File: config.mk
export PLATFORM = sky130hd
export DESIGN_NAME = lab4_prod_accum
export DESIGN_NICKNAME = d
export VERILOG_FILES = /design/src/rtl/lab4_prod_accum.sv
export SDC_FILE = /design/constraint.sdc
export NUM_CORES = 1
export LEC_CHECK = 0
export ABC_CLOCK_PERIOD_IN_PS = 2150
export CORE_ASPECT_RATIO = 0.8
export CORE_UTILIZATION = 47
export CTS_CLUSTER_DIAMETER = 60
export DETAILED_ROUTE_END_ITERATION = 6
export GPL_TIMING_DRIVEN = 0
export PLACE_DENSITY = 0.84
export SLEW_MARGIN = 40
export SYNTH_ARGS = -nofsm -noshare
export SYNTH_HDL_FRONTEND = slang
export SYNTH_SLANG_ARGS = --single-unit
File: constraint.sdc
create_clock -name clk -period 2.15 [get_ports clk]
set_input_delay 0.645 -clock clk [delete_from_list [all_inputs] [get_ports clk]]
set_output_delay 0.645 -clock clk [all_outputs]
set_load 0.05 [all_outputs]
File: src/rtl/lab4_prod_accum.sv
// ----------------------------------------------------------------------------
// lab4_prod_accum
//
// Accumulates COUNT unsigned 8-bit products from the 5x3 multiplier into an
// ACC_W-bit running sum. The block result is then presented with a
// valid/ack handshake. This lets one combinational multiplier be time-shared
// to build a dot product of COUNT terms.
//
// Parameters:
//   COUNT  products per block (1..15)
//   ACC_W  accumulator width in bits (8..16)
//
// Build option:
//   LAB4_ACC_SATURATE_EN  when defined, a carry out of ACC_W clamps the sum
//                         to all-ones for the rest of the block instead of
//                         wrapping. The handshake is unchanged.
//
// Ports:
//   clk          clock, rising edge
//   reset        asynchronous active-high reset
//   in_start     begin/restart a block (clears sum, count, overflow)
//   in_valid     in_m carries a product this cycle
//   in_m         8-bit unsigned product
//   in_ack       consumer has taken out_sum
//   out_ready    block accepts products (ACCUM state)
//   out_sum      accumulator register
//   out_valid    out_sum holds a completed block (HOLD state)
//   out_overflow sticky carry-out flag for the current block
//   out_count    products accepted in the current block
// ----------------------------------------------------------------------------
module lab4_prod_accum #(
    parameter int COUNT = 4,
    parameter int ACC_W = 10
) (
    input  logic             clk,
    input  logic             reset,
    input  logic             in_start,
    input  logic             in_valid,
    input  logic [7:0]       in_m,
    input  logic             in_ack,
    output logic             out_ready,
    output logic [ACC_W-1:0] out_sum,
    output logic             out_valid,
    output logic             out_overflow,
    output logic [3:0]       out_count
);

    typedef enum logic [1:0] {
        IDLE  = 2'd0,
        ACCUM = 2'd1,
        HOLD  = 2'd2
    } state_t;

    localparam logic [3:0] LAST_IDX = 4'(COUNT - 1);

    state_t           state_r;
    state_t           state_s;
    logic             clear_s;
    logic             accept_s;
    logic [ACC_W:0]   add_s;
    logic [ACC_W-1:0] sum_next_s;

    // Next-state decode; start takes priority over a coincident product.
    always_comb begin
        state_s  = state_r;
        clear_s  = 1'b0;
        accept_s = 1'b0;
        case (state_r)
            IDLE: begin
                if (in_start) begin
                    clear_s = 1'b1;
                    state_s = ACCUM;
                end else begin
                    state_s = IDLE;
                end
            end
            ACCUM: begin
                if (in_start) begin
                    clear_s = 1'b1;
                    state_s = ACCUM;
                end else if (in_valid) begin
                    accept_s = 1'b1;
                    if (out_count == LAST_IDX) begin
                        state_s = HOLD;
                    end else begin
                        state_s = ACCUM;
                    end
                end else begin
                    state_s = ACCUM;
                end
            end
            HOLD: begin
                // Start doubles as an acknowledge and skips IDLE.
                if (in_start) begin
                    clear_s = 1'b1;
                    state_s = ACCUM;
                end else if (in_ack) begin
                    state_s = IDLE;
                end else begin
                    state_s = HOLD;
                end
            end
            default: begin
                state_s = IDLE;
            end
        endcase
    end

    // One-bit-wider add so the carry out of ACC_W is observable.
    always_comb begin
        add_s = {1'b0, out_sum} + {{(ACC_W - 7){1'b0}}, in_m};
`ifdef LAB4_ACC_SATURATE_EN
        // Once overflowed, the sum stays pinned at full scale for the block.
        if (add_s[ACC_W] || out_overflow) begin
            sum_next_s = {ACC_W{1'b1}};
        end else begin
            sum_next_s = add_s[ACC_W-1:0];
        end
`else
        sum_next_s = add_s[ACC_W-1:0];
`endif
    end

    // State, handshake flags and datapath registers.
    always_ff @(posedge clk or posedge reset) begin
        if (reset) begin
            state_r      <= IDLE;
            out_ready    <= 1'b0;
            out_valid    <= 1'b0;
            out_sum      <= {ACC_W{1'b0}};
            out_count    <= 4'd0;
            out_overflow <= 1'b0;
        end else begin
            state_r   <= state_s;
            out_ready <= (state_s == ACCUM);
            out_valid <= (state_s == HOLD);
            if (clear_s) begin
                out_sum      <= {ACC_W{1'b0}};
                out_count    <= 4'd0;
                out_overflow <= 1'b0;
            end else if (accept_s) begin
                out_sum      <= sum_next_s;
                out_count    <= out_count + 4'd1;
                out_overflow <= out_overflow | add_s[ACC_W];
            end
        end
    end

endmodule

Word level (Yosys, flattened, before mapping). Index checks and enable logic that the tools add are counted.

Bitwise gates (word level): 1. Equal/unequal tests: 5. Reduce and logical (&&, ||, !) cells: 3. Add/sub/neg operators: 2. Multiplexer cells: 18.

Operator list (number): 10-bit two-way mux (2); 10-bit by 8-bit adder with 11-bit output (1); 2-bit two-way mux (5); 1-bit two-way mux (8); 4-bit two-way mux (2); 2-bit one-hot mux with 3 select lines (1); 4-bit by 1-bit adder with 4-bit output (second input constant) (1); 2-bit by 1-bit equality test with 1-bit output (second input constant) (2); 2-bit equality test (second input constant) (2); 4-bit by 2-bit equality test with 1-bit output (second input constant) (1); 3-bit OR reduction (1); 2-bit zero test (1); 2-bit nonzero test (1); 1-bit bitwise OR (1).

Logic and storage cells: 35. Register bits after elaboration: 19.

Logic depth before layout (Yosys ltp).
Word-level depth: 6. Mapped depth: 8. Depth with buffers taken out: 8.

Least setup slack after synthesis. No wires, ideal clock.

Path type: register to register. Start point: register out_sum[3]. End point: register out_sum[9]. Library setup time: 0.084 ns. Slack: 0.118 ns. Arrival: 1.947 ns. Cell stages (with the launch flop): 7. Cell sequence: dfrtp_1 > ha_1 > and3_4 > a211oi_4 > nor3b_1 > o311ai_2 > mux2i_1.

Cells in the longest elaborated chain, start to end: 3.

Ends and longest elaborated chain: from (decl) (line 42) `output logic [ACC_W-1:0] out_sum,`; from (signal assigned) (line 130) `out_sum <= {ACC_W{1'b0}};`; from (signal assigned) (line 138) `out_sum <= {ACC_W{1'b0}};`; from (signal assigned) (line 142) `out_sum <= sum_next_s;`; 10-bit by 8-bit adder with 11-bit output (line 111) `add_s = {1'b0, out_sum} + {{(ACC_W - 7){1'b0}}, in_m};`; 10-bit two-way mux (line 141) `end else if (accept_s) begin`; 10-bit two-way mux (line 137) `if (clear_s) begin`.

Every way passes these cells. The select of a mux whose other input is x is not followed. A chain may end at the register's enable or synchronous reset.

Worst setup path after layout.
Start point: register out_ready. End point: output out_ready.

RTL lines: from (decl) (line 41) `output logic out_ready,`; from (signal assigned) (line 135) `out_ready <= (state_s == ACCUM);`.

No word-level cell between the ends.

==> metrics.md <==
| Metric | Value |
|---|---|
| Status | `finished, violations left` |
| Failing checks | `DRC` |
| Number of port buffers | `29` |
| Setup repair after global routing missed its margin | `no` |
| Kind of cell adding the most delay to the critical path | `buffers and inverters` |
| Cell Area, Synth | `1135 sq um` |
| Final routed wire length divided by cell count | `15.54 um` |
| Setup skew after layout | `0.001259 ns` |
| Vertical die dimension | `45.95 um` |
| Number of antenna violations at the first check in global routing | `0` |
| Share of synthesized registers carrying an async set or reset | `between 90% and 100%` |
| Via count | `983` |
| Detailed-route vias per instance | `5.749` |
| Synthesized instance count | `112` |
| Hold-fix buffers at CTS | `0` |
| Startpoint of the worst-slack reg-to-reg timing path | `out_sum[1]` |
| DRC violation count after routing | `2` |
| Endpoint type of the worst setup path | `output pin` |
| Width of the die | `56.94 um` |
| Cell at the root of the clock tree | `sky130_fd_sc_hd__clkbuf_4` |
| Starting utilization of the core area | `51.24%` |
| TritonCTS clock tree | `yes` |
| Hold path start | `out_sum[6]` |
| Flops & latches, synth | `19` |
| Power consumption | `approximately 0.0016 W` |
| Final net count | `between 150 and 200` |
| Setup violations, final | `0` |
| Final GP Congestion | `approximately 0.83` |
| Proportion of layout cells with a drive suffix above 1 | `between 10% and 20%` |
| Total die area | `2616 sq um` |
| Drt total wl | `between 2000 and 3000 um` |
| Total gr overflow | `0` |
| Crit path cell chain | `clkdlybuf4s50_1` |
| Timing startpoint of the critical path | `out_ready` |
| EDFF count, synth | `0` |
| Setup slack at placement | `-0.4020 ns` |
| Total global-route track usage | `approximately 22%` |
| Standard-cell rows | `15` |
| Final Cycle Share | `97.26%` |
| Max transition margin | `between 50% and 60%` |
| Max-capacitance violation count | `0` |
| Required @ worst endpoint | `1.50 ns` |
| Least-Margin Pin Slew | `0.7006 ns` |
| Clock-pin slew on the worst setup and hold paths | `around 0.11 ns` |
| Non-filler instance count after layout | `171` |
| Number of primary I/O pins | `30` |
| Number of buffers added by the clock tree synthesis step | `3` |
| Count of final max-slew check failures | `0` |
| PD cells | `1038 nW/um^2` |
| Half-perimeter wire length of the detailed placement result | `1855 um` |
| Sequential area share after synthesis | `41.90%` |
| Most common flop cell mapped by yosys | `sky130_fd_sc_hd__dfrtp_1` |
| Antenna cell count | `0` |
| Static power due to leakage | `0.7666 nW` |
| Number of different library cells in the post-synthesis netlist | `32` |
| Peak ir drop on the vdd network | `0.6573 mV` |
| Maximum clock rate | `478.2 MHz` |
| Count of routing violations after the opening detailed-route iteration | `30` |
| Crit path arrival time | `1.45 ns` |
| Area grow syn2layout | `35.28%` |
| Largest net degree at the start of global routing | `20` |
| Combined buffer and inverter count along the critical path | `1` |
| Filler instances | `171` |
| Nets in the synthesized netlist | `135` |
| Synthesis warning total | `0` |
| Time the final worst path needs with I/O delays and setup | `between 2 and 2.5 ns` |
| Pre-antenna DRT Iters | `7` |
| Clock latency on the worst-skew pair | `0.32 ns` |
| First-pass GRT wire length | `roughly 4300 um` |
| Syn Area/Cell | `10.13 sq um` |
| Via count of the first global-routing pass | `975` |
| Longest Clk Path Bufs | `2` |
| CTS H-tree lvls | `1` |
| Sink count of the clock tree | `19` |
| Maximum fanout encountered on the critical timing path | `1` |
| Critical path's slowest cell | `sky130_fd_sc_hd__clkdlybuf4s50_1` |
| CP startpoint kind | `flip-flop` |
| Critical Setup Path Class | `flip-flop to output pin` |
| Hold Vio Cnt, Final | `0` |
| Placed insts | `around 170` |
| Final WS setup | `0.05889 ns` |
| Detail Route Antenna Nets | `0` |
| Core Box Area | `approximately 2200 sq um` |
| Largest stage delay, worst path | `0.80 ns` |
| Worst min-delay path class | `flip-flop to flip-flop` |
[Yosys cell counts (2+ instances only)]
library cell,number,area share [%]
sky130_fd_sc_hd__a21o_1,2,1.3
sky130_fd_sc_hd__a21oi_1,5,2.2
sky130_fd_sc_hd__a22o_1,2,1.5
sky130_fd_sc_hd__and3_1,2,1.1
sky130_fd_sc_hd__and3_4,2,2.0
sky130_fd_sc_hd__dfrtp_1,19,42
sky130_fd_sc_hd__ha_1,9,9.9
sky130_fd_sc_hd__inv_1,6,2.0
sky130_fd_sc_hd__nand2_1,14,4.6
sky130_fd_sc_hd__nand2b_1,3,1.7
sky130_fd_sc_hd__nand3b_1,2,1.3
sky130_fd_sc_hd__nand4_1,3,1.7
sky130_fd_sc_hd__nor2_1,4,1.3
sky130_fd_sc_hd__nor2b_1,3,1.7
sky130_fd_sc_hd__o21ai_0,12,5.3
sky130_fd_sc_hd__o22ai_1,2,1.1
sky130_fd_sc_hd__xnor2_1,3,2.3
sky130_fd_sc_hd__xor2_1,5,3.9
[placed cells by master (no fill, tap or decap), types with 4 or more instances in the layout]
cell	netlist	routed
sky130_fd_sc_hd__clkdlybuf4s50_1	0	9
sky130_fd_sc_hd__nor2_1	4	4
sky130_fd_sc_hd__nand2_1	14	14
sky130_fd_sc_hd__ha_1	9	5
sky130_fd_sc_hd__o21ai_0	12	11
sky130_fd_sc_hd__a21oi_1	5	5
sky130_fd_sc_hd__inv_1	6	6
sky130_fd_sc_hd__dfrtp_1	19	19
sky130_fd_sc_hd__dlygate4sd2_1	0	18
sky130_fd_sc_hd__xor2_1	5	5
[power breakdown]
group | internal, W | total (W) | switching [W]
Combinational | 0.000334 | 0.000897 | 0.000563
Clock | 0.0000699 | 0.000190 | 0.000120
Sequential | 0.000432 | 0.000506 | 0.0000747
Total | 0.000835 | 0.00159 | 0.000758
[kinds of logic after synthesis]
kind of cell	count (synthesis)	share of synthesized area (%)
buffers and inverters	7	2.646
DFF	19	41.90
AOI/OAI and AO/OA	27	16.32
muxes	1	0.8821
xor gates and xnor gates	8	6.174
and+or+nand+nor	40	20.40
adders and majority gates	10	11.69
[routing by layer]
metal	GRT usage [%]	part of all wire, %	vias up
met2	41.88	51	31
met5	0	0	-
li1	-	-	472
met1	25.00	41	471
met4	7.317	3.0	0
met3	6.534	4.8	9
[worst paths after layout]
path	endpoint	slack, ns	depth (start not counted)
max	out_ready	0.06	1
min	out_sum[6]	0.51	2
max reg2reg	out_sum[9]	0.25	6
min reg2reg	out_sum[6]	0.51	2
max in group asynchronous	out_sum[1]	0.99	2
min in group asynchronous	out_sum[8]	0.72	2
[state kept, by name, summed over array words and instances (netlist names)]
name and flops:
out_sum 10, out_valid 1, out_count 4, out_overflow 1, out_ready 1, state_r 2
[what timing repair did]
action	in CTS	in global routing
setup endpoints to repair	18	6
resized for setup	25	5
setup buffers	1	0
cloned	0	0
pin swaps	6	4
[final cells by class]
type / count / area, sq um / area share (%)
timing repair buffer: 30 / 280.3 / 18.26
tap: 25 / 31.28 / 2.037
clock buffer: 3 / 22.52 / 1.467
sequential: 19 / 475.5 / 30.97
buffer: 1 / 7.507 / 0.4890
inverter: 6 / 22.52 / 1.467
clock inverter: 1 / 5.005 / 0.3260
multi-input combinational: 86 / 690.7 / 44.99
[stage by stage]
| step | util [%] | TNS (ns) | hold WS (ns) | instance area, sq um |
|---|---|---|---|---|
| after floorplan | - | 0 | 0.5213 | 1135 |
| after global placement | 65.76 | -2.448 | 0.4872 | 1456 |
| after detailed placement | 65.76 | -2.820 | 0.4992 | 1456 |
| after CTS | 68.59 | 0 | 0.5121 | 1519 |
| after global routing | 69.32 | 0 | 0.5298 | 1535 |
| final | 69.32 | 0 | 0.5135 | 1535 |
(Power assumes the default switching activity.)
